## src/rtl/mem_port_arbiter_pkg.sv

```systemverilog
// Shared encodings for the fetch/data memory-port arbiter.
package mem_port_arbiter_pkg;

  typedef enum logic [1:0] {
    ST_IDLE = 2'd0,
    ST_ADDR = 2'd1,
    ST_WAIT = 2'd2
  } state_e;

  typedef enum logic [1:0] {
    OWN_NONE = 2'd0,
    OWN_I    = 2'd1,
    OWN_D    = 2'd2
  } owner_e;

  typedef enum logic [1:0] {
    SZ_BYTE = 2'd0,
    SZ_HALF = 2'd1,
    SZ_WORD = 2'd2
  } size_e;

endpackage

```

## src/rtl/mem_port_arbiter_if.sv

```systemverilog
// Bus bundle for the arbiter: fetch port, load/store port and the shared downstream port.
// slave = the arbiter's view; master = the core + memory side driving it.
interface mem_port_arbiter_if #(
  parameter int ADDR_W = 32,
  parameter int DATA_W = 32
);
  localparam int STRB_W = DATA_W / 8;

  logic              i_req;
  logic [ADDR_W-1:0] i_addr;
  logic              i_addr_ok;
  logic              i_data_ok;
  logic [DATA_W-1:0] i_rdata;

  logic              d_req;
  logic              d_wr;
  logic [1:0]        d_size;
  logic [ADDR_W-1:0] d_addr;
  logic [STRB_W-1:0] d_wstrb;
  logic [DATA_W-1:0] d_wdata;
  logic              d_addr_ok;
  logic              d_data_ok;
  logic [DATA_W-1:0] d_rdata;

  logic              m_req;
  logic              m_wr;
  logic [1:0]        m_size;
  logic [ADDR_W-1:0] m_addr;
  logic [STRB_W-1:0] m_wstrb;
  logic [DATA_W-1:0] m_wdata;
  logic              m_addr_ok;
  logic              m_data_ok;
  logic [DATA_W-1:0] m_rdata;

  modport slave (
    input  i_req, i_addr,
    output i_addr_ok, i_data_ok, i_rdata,
    input  d_req, d_wr, d_size, d_addr, d_wstrb, d_wdata,
    output d_addr_ok, d_data_ok, d_rdata,
    output m_req, m_wr, m_size, m_addr, m_wstrb, m_wdata,
    input  m_addr_ok, m_data_ok, m_rdata
  );

  modport master (
    output i_req, i_addr,
    input  i_addr_ok, i_data_ok, i_rdata,
    output d_req, d_wr, d_size, d_addr, d_wstrb, d_wdata,
    input  d_addr_ok, d_data_ok, d_rdata,
    input  m_req, m_wr, m_size, m_addr, m_wstrb, m_wdata,
    output m_addr_ok, m_data_ok, m_rdata
  );

endinterface

```

## src/rtl/mem_arb_pick.sv

```systemverilog
// Two-way grant picker: data wins unless it won last time and fetch is waiting.
module mem_arb_pick (
  input  logic i_req,
  input  logic d_req,
  input  logic last_data,
  output logic grant_i,
  output logic grant_d
);

  assign grant_d = d_req & ~(last_data & i_req);
  assign grant_i = i_req & ~grant_d;

endmodule

```

## src/rtl/mem_port_arbiter.sv

```systemverilog
// Shares one SRAM-like port between fetch and load/store, one transaction in flight.
// Arbitrates in IDLE, presents the latched request in ADDR, waits for data in WAIT.
module mem_port_arbiter
  import mem_port_arbiter_pkg::*;
#(
  parameter int ADDR_W = 32,
  parameter int DATA_W = 32
) (
  input  logic                clk,
  input  logic                resetn,
  mem_port_arbiter_if.slave   bus
);

  localparam int STRB_W = DATA_W / 8;

  state_e            state_q, state_d;
  owner_e            owner_q, owner_d;
  logic              last_data_q, last_data_d;
  logic              m_req_q, m_req_d;
  logic              m_wr_q, m_wr_d;
  logic [1:0]        m_size_q, m_size_d;
  logic [ADDR_W-1:0] m_addr_q, m_addr_d;
  logic [STRB_W-1:0] m_wstrb_q, m_wstrb_d;
  logic [DATA_W-1:0] m_wdata_q, m_wdata_d;

  logic pick_i, pick_d;

  mem_arb_pick u_pick (
    .i_req     (bus.i_req),
    .d_req     (bus.d_req),
    .last_data (last_data_q),
    .grant_i   (pick_i),
    .grant_d   (pick_d)
  );

  always_comb begin
    state_d     = state_q;
    owner_d     = owner_q;
    last_data_d = last_data_q;
    m_req_d     = m_req_q;
    m_wr_d      = m_wr_q;
    m_size_d    = m_size_q;
    m_addr_d    = m_addr_q;
    m_wstrb_d   = m_wstrb_q;
    m_wdata_d   = m_wdata_q;
    case (state_q)
      ST_IDLE: begin
        if (pick_d) begin
          state_d     = ST_ADDR;
          owner_d     = OWN_D;
          last_data_d = 1'b1;
          m_req_d     = 1'b1;
          m_wr_d      = bus.d_wr;
          m_size_d    = bus.d_size;
          m_addr_d    = bus.d_addr;
          m_wstrb_d   = bus.d_wstrb;
          m_wdata_d   = bus.d_wdata;
        end else if (pick_i) begin
          state_d     = ST_ADDR;
          owner_d     = OWN_I;
          last_data_d = 1'b0;
          m_req_d     = 1'b1;
          m_wr_d      = 1'b0;
          m_size_d    = SZ_WORD;
          m_addr_d    = bus.i_addr;
          m_wstrb_d   = '0;
          m_wdata_d   = '0;
        end
      end
      ST_ADDR: begin
        // m_data_ok here is a protocol violation downstream and is dropped
        if (bus.m_addr_ok) begin
          state_d = ST_WAIT;
          m_req_d = 1'b0;
        end
      end
      ST_WAIT: begin
        if (bus.m_data_ok) begin
          state_d = ST_IDLE;
          owner_d = OWN_NONE;
        end
      end
      default: begin
        state_d = ST_IDLE;
        owner_d = OWN_NONE;
        m_req_d = 1'b0;
      end
    endcase
  end

  always_ff @(posedge clk or negedge resetn) begin
    if (!resetn) begin
      state_q     <= ST_IDLE;
      owner_q     <= OWN_NONE;
      last_data_q <= 1'b0;
      m_req_q     <= 1'b0;
      m_wr_q      <= 1'b0;
      m_size_q    <= '0;
      m_addr_q    <= '0;
      m_wstrb_q   <= '0;
      m_wdata_q   <= '0;
    end else begin
      state_q     <= state_d;
      owner_q     <= owner_d;
      last_data_q <= last_data_d;
      m_req_q     <= m_req_d;
      m_wr_q      <= m_wr_d;
      m_size_q    <= m_size_d;
      m_addr_q    <= m_addr_d;
      m_wstrb_q   <= m_wstrb_d;
      m_wdata_q   <= m_wdata_d;
    end
  end

  logic in_addr, in_wait, own_i, own_d;
  assign in_addr = (state_q == ST_ADDR);
  assign in_wait = (state_q == ST_WAIT);
  assign own_i   = (owner_q == OWN_I);
  assign own_d   = (owner_q == OWN_D);

  assign bus.m_req   = m_req_q;
  assign bus.m_wr    = m_wr_q;
  assign bus.m_size  = m_size_q;
  assign bus.m_addr  = m_addr_q;
  assign bus.m_wstrb = m_wstrb_q;
  assign bus.m_wdata = m_wdata_q;

  // Handshakes pass straight through to the owner only; the loser sees nothing
  assign bus.i_addr_ok = in_addr & own_i & bus.m_addr_ok;
  assign bus.d_addr_ok = in_addr & own_d & bus.m_addr_ok;
  assign bus.i_data_ok = in_wait & own_i & bus.m_data_ok;
  assign bus.d_data_ok = in_wait & own_d & bus.m_data_ok;
  assign bus.i_rdata   = (in_wait & own_i) ? bus.m_rdata : '0;
  assign bus.d_rdata   = (in_wait & own_d) ? bus.m_rdata : '0;

endmodule

```

## src/flat_wrapper.sv

```systemverilog
// flat-port wrapper written by rule: the top's interface ports become plain ports
module mem_port_arbiter_flat import mem_port_arbiter_pkg::*;
#(
  parameter int ADDR_W = 32,
  parameter int DATA_W = 32
)
  (clk, resetn, bus_i_req, bus_i_addr, bus_i_addr_ok, bus_i_data_ok, bus_i_rdata, bus_d_req, bus_d_wr, bus_d_size, bus_d_addr, bus_d_wstrb, bus_d_wdata, bus_d_addr_ok, bus_d_data_ok, bus_d_rdata, bus_m_req, bus_m_wr, bus_m_size, bus_m_addr, bus_m_wstrb, bus_m_wdata, bus_m_addr_ok, bus_m_data_ok, bus_m_rdata);
  mem_port_arbiter_if #(.ADDR_W(ADDR_W), .DATA_W(DATA_W)) bus_i ();
  input  logic clk;
  input  logic resetn;
  input wire logic [$bits(bus_i.i_req)-1:0] bus_i_req;
  input wire logic [$bits(bus_i.i_addr)-1:0] bus_i_addr;
  output wire logic [$bits(bus_i.i_addr_ok)-1:0] bus_i_addr_ok;
  output wire logic [$bits(bus_i.i_data_ok)-1:0] bus_i_data_ok;
  output wire logic [$bits(bus_i.i_rdata)-1:0] bus_i_rdata;
  input wire logic [$bits(bus_i.d_req)-1:0] bus_d_req;
  input wire logic [$bits(bus_i.d_wr)-1:0] bus_d_wr;
  input wire logic [$bits(bus_i.d_size)-1:0] bus_d_size;
  input wire logic [$bits(bus_i.d_addr)-1:0] bus_d_addr;
  input wire logic [$bits(bus_i.d_wstrb)-1:0] bus_d_wstrb;
  input wire logic [$bits(bus_i.d_wdata)-1:0] bus_d_wdata;
  output wire logic [$bits(bus_i.d_addr_ok)-1:0] bus_d_addr_ok;
  output wire logic [$bits(bus_i.d_data_ok)-1:0] bus_d_data_ok;
  output wire logic [$bits(bus_i.d_rdata)-1:0] bus_d_rdata;
  output wire logic [$bits(bus_i.m_req)-1:0] bus_m_req;
  output wire logic [$bits(bus_i.m_wr)-1:0] bus_m_wr;
  output wire logic [$bits(bus_i.m_size)-1:0] bus_m_size;
  output wire logic [$bits(bus_i.m_addr)-1:0] bus_m_addr;
  output wire logic [$bits(bus_i.m_wstrb)-1:0] bus_m_wstrb;
  output wire logic [$bits(bus_i.m_wdata)-1:0] bus_m_wdata;
  input wire logic [$bits(bus_i.m_addr_ok)-1:0] bus_m_addr_ok;
  input wire logic [$bits(bus_i.m_data_ok)-1:0] bus_m_data_ok;
  input wire logic [$bits(bus_i.m_rdata)-1:0] bus_m_rdata;
  assign bus_i.i_req = bus_i_req;
  assign bus_i.i_addr = bus_i_addr;
  assign bus_i_addr_ok = bus_i.i_addr_ok;
  assign bus_i_data_ok = bus_i.i_data_ok;
  assign bus_i_rdata = bus_i.i_rdata;
  assign bus_i.d_req = bus_d_req;
  assign bus_i.d_wr = bus_d_wr;
  assign bus_i.d_size = bus_d_size;
  assign bus_i.d_addr = bus_d_addr;
  assign bus_i.d_wstrb = bus_d_wstrb;
  assign bus_i.d_wdata = bus_d_wdata;
  assign bus_d_addr_ok = bus_i.d_addr_ok;
  assign bus_d_data_ok = bus_i.d_data_ok;
  assign bus_d_rdata = bus_i.d_rdata;
  assign bus_m_req = bus_i.m_req;
  assign bus_m_wr = bus_i.m_wr;
  assign bus_m_size = bus_i.m_size;
  assign bus_m_addr = bus_i.m_addr;
  assign bus_m_wstrb = bus_i.m_wstrb;
  assign bus_m_wdata = bus_i.m_wdata;
  assign bus_i.m_addr_ok = bus_m_addr_ok;
  assign bus_i.m_data_ok = bus_m_data_ok;
  assign bus_i.m_rdata = bus_m_rdata;
  mem_port_arbiter #(.ADDR_W(ADDR_W), .DATA_W(DATA_W)) u_core (.clk(clk), .resetn(resetn), .bus(bus_i));
endmodule
```

## config.mk

```make
export PLATFORM = sky130hd
export DESIGN_NAME = mem_port_arbiter_flat
export DESIGN_NICKNAME = d
export VERILOG_FILES = /design/src/rtl/mem_port_arbiter_pkg.sv /design/src/rtl/mem_port_arbiter_if.sv /design/src/rtl/mem_arb_pick.sv /design/src/rtl/mem_port_arbiter.sv /design/src/flat_wrapper.sv
export SDC_FILE = /design/constraint.sdc
export NUM_CORES = 1
export LEC_CHECK = 0
export ABC_AREA = 1
export CORE_ASPECT_RATIO = 1.4
export CORE_MARGIN = 3
export CORE_UTILIZATION = 35
export DETAILED_ROUTE_END_ITERATION = 10
export GPL_TIMING_DRIVEN = 0
export PLACE_DENSITY = 0.82
export SETUP_SLACK_MARGIN = 0.15
export SLEW_MARGIN = 10
export SYNTH_ARGS = -nofsm -noshare
export SYNTH_HDL_FRONTEND = slang
export SYNTH_SLANG_ARGS = --single-unit
```

## constraint.sdc

```tcl
create_clock -name clk -period 1.6 [get_ports clk]
set_input_delay 0.32 -clock clk [delete_from_list [all_inputs] [get_ports clk]]
set_output_delay 0.32 -clock clk [all_outputs]
set_load 0.005 [all_outputs]
```

==> results.txt <==
height of the die: 130.0 um
post-route design area: 7400 um2
gr ovfl total: 0
Tmin final: 1.877 ns
initial antenna violation count: 2
placed wire-length estimate: 12.85 mm
data arrival time of the worst path: 1.56 ns
Core ar.: 10570 um2
vias in the first global route: 4774
H-tree depth: 3
drt first-iter violations: 207
Worst-Skew Late Latency: 0.33 ns
DRC violations left: 0
critical path peak fanout: 6
die area: 12290 um2
first-pass GRT wire length: 24.15 mm
Place WS: -0.6043 ns
GPL Wtd Cong: 0.9276
clock skew: 0.007775 ns
TritonCTS buffer count: 9
failing checks: setup timing
most used cell along the critical path: buf_6
via/cell ratio: 4.704
GRT Util Overall: 0.2584
Crit path max-delay family: buffers and inverters
Synth Area per Inst: 6.999 um2
Post-Route WL: 16.66 mm
CTS tree: yes
sequential share of the synthesized area: 0.5015
crit-path cells: nor2_4 > nand3_4 > buf_6 > buf_6 > nor2_2 > buf_2
Post-DRT Antenna Nets: 0
final number of setup-violating endpoints: 68
number of iterations in the first detailed-routing pass: 5
area growth from synthesis to layout: 92.58%
Initial Utilization: 0.3635
syn nets: 690
max-slew violations: 0
f_max: 532.8 MHz
maxcap violations: 0
Crit. End Element: output pin
final worst setup slack: -0.2769 ns
Post-Syn Area: 3842 um2
outcome: finished, violations left
Worst Setup Start Kind: flip-flop
CTS sink cnt: 77
Max-Slew Margin vs Limit: 0.6811
Final Cycle Share: 1.173
final hold vios: 0
critical path's slowest cell: dfrtp_2
Die X: 94.56 um
total negative slack: -14.91 ns
I/O pins: 281
Post-Synthesis Cells: 549
Ys Warns: 0
CP Class: flip-flop to output pin
Placed Area: 6825 um2
DR WL/cell: 16.53 um
Worst-path clk slew: 0.06 ns
Max stage delay on crit path: 0.43 ns
leakage: 0.004110 uW
VDD IR max: 0.0008043 V
Netlist cell types: 18
CTS Root Cell: clkbuf_16
Core Rows: 44
PwrDens: 1351 nW/um2
#FFs+latches synth: 77
n_diodes: 0
WP data required: 1.28 ns
via count: 4742
Tightest Hold Check Type: flip-flop to flip-flop
largest net degree at the start of global routing: 45
number of port buffers: 279
worst hold slack: 0.4631 ns
layout cells sized above 1: 0.2264
NumNets Final: 1006
Least-Margin Pin Slew: 0.4783 ns
Critical path buffers and inverters: 3
Bufs on Longest Clock Path: 2
RSZ-0062 raised after global routing: true
==> worst register-to-register path: stages, from the launching register on <==
cell      delay, ns
dfrtp_2        0.43
buf_4          0.17
nor2_4         0.12
clkinv_4       0.11
nor2_8         0.21
inv_8          0.07
buf_6          0.14
nand2_1        0.06
nand2_1        0.06
==> metrics by stage <==
step           utilization  std cells  total power (uW)
6_report            0.7000       1008              9994
5_1_grt             0.7000       1008             10700
4_1_cts             0.6733       1005              9904
3_5_place_dp        0.6457        967              8057
3_3_place_gp        0.6441        966              7904
2_1_floorplan            -        549              5195
==> path summary, 6_finish.rpt <==
check | from | end | slack [ns] | depth (start not counted)
max | u_core.state_q[0]$_DFFE_PN0P_ | bus_i_rdata[14] | -0.28 | 6
min reg2reg | u_core.bus.m_wdata[4]$_DFFE_PN0P_ | u_core.bus.m_wdata[4]$_DFFE_PN0P_ | 0.46 | 2
min | u_core.bus.m_wdata[4]$_DFFE_PN0P_ | u_core.bus.m_wdata[4]$_DFFE_PN0P_ | 0.46 | 2
max reg2reg | u_core.state_q[0]$_DFFE_PN0P_ | u_core.bus.m_wdata[14]$_DFFE_PN0P_ | 0.13 | 8
max in group asynchronous | resetn | u_core.bus.m_wdata[5]$_DFFE_PN0P_ | 0.52 | 3
min in group asynchronous | resetn | u_core.bus.m_addr[7]$_DFFE_PN0P_ | 0.49 | 2
==> registers in the layout (all words and copies together) (netlist names) <==
signal / count
u_core.bus.m_addr: 32
u_core.bus.m_req: 1
u_core.bus.m_size: 2
u_core.bus.m_wdata: 32
u_core.bus.m_wr: 1
u_core.bus.m_wstrb: 4
u_core.last_data_q: 1
u_core.owner_q: 2
u_core.state_q: 2
==> metal layers <==
layer	track usage	share of wire	vias up
li1	-	-	2270
met1	0.2695	0.33	2192
met2	0.4778	0.54	235
met3	0.07209	0.096	41
met4	0.1138	0.030	4
met5	0	0.0020	-
==> cell families after synthesis <==
logic type,Yosys count,share of synthesized area
AND/OR/NAND/NOR,398,0.4083
buffers and inverters,70,0.08434
AO/OA/AOI/OAI,4,0.005861
flip-flops,77,0.5015
==> what timing repair did <==
item                                    4_1_cts  5_1_grt
hold endpoints to repair                     33        0
endpoints found under the setup margin      209      140
hold buffers                                  1        0
buffers inserted                             18        3
pin swaps                                    14       15
resized for setup                           418       74
gates cloned                                  3        0
==> cells in the mapped netlist, drive strengths merged <==
| cell | count | area [um2] |
|---|---|---|
| nand2 | 288 | 1084 |
| nor2 | 71 | 290.3 |
| nor3 | 2 | 10.01 |
| o21a | 1 | 7.510 |
| clkbuf | 2 | 7.510 |
| buf | 28 | 163.9 |
| nand3 | 37 | 185.2 |
| o21ai | 3 | 15.01 |
| inv | 40 | 152.6 |
| dfrtp | 77 | 1927 |
==> placed cells by master, fill, tap and decap left out, types with 2 or more instances in the layout <==
cell type	n
nand2_1	286
clkdlybuf4s50_1	138
dfrtp_1	76
dlygate4sd2_1	72
buf_2	70
inv_1	37
nand3_1	34
nor2_4	29
buf_6	28
nor2_1	22
nor2_2	20
buf_4	10
clkbuf_16	9
buf_8	7
clkinvlp_4	4
nand3_4	2
nand2_4	2
o21ai_0	2
clkbuf_8	2
buf_12	2
==> where the power goes <==
part	total, uW	switching, uW	internal [uW]
registers	3230	449	2780
logic	4850	2540	2300
clock network	1920	786	1130
==> cell type report <==
type	count	area [um2]
Fill cell	892	3171
Buffer	30	276.5
Timing Repair Buffer	303	2663
Inverter	40	162.7
Clock inverter	5	35.03
Tap cell	138	172.7
Sequential cell	77	1928
Multi-Input combinational cell	403	1903
Clock buffer	11	252.7
Timing Repair inverter	1	6.256
No activity file was read; power rests on OpenSTA's default activity.
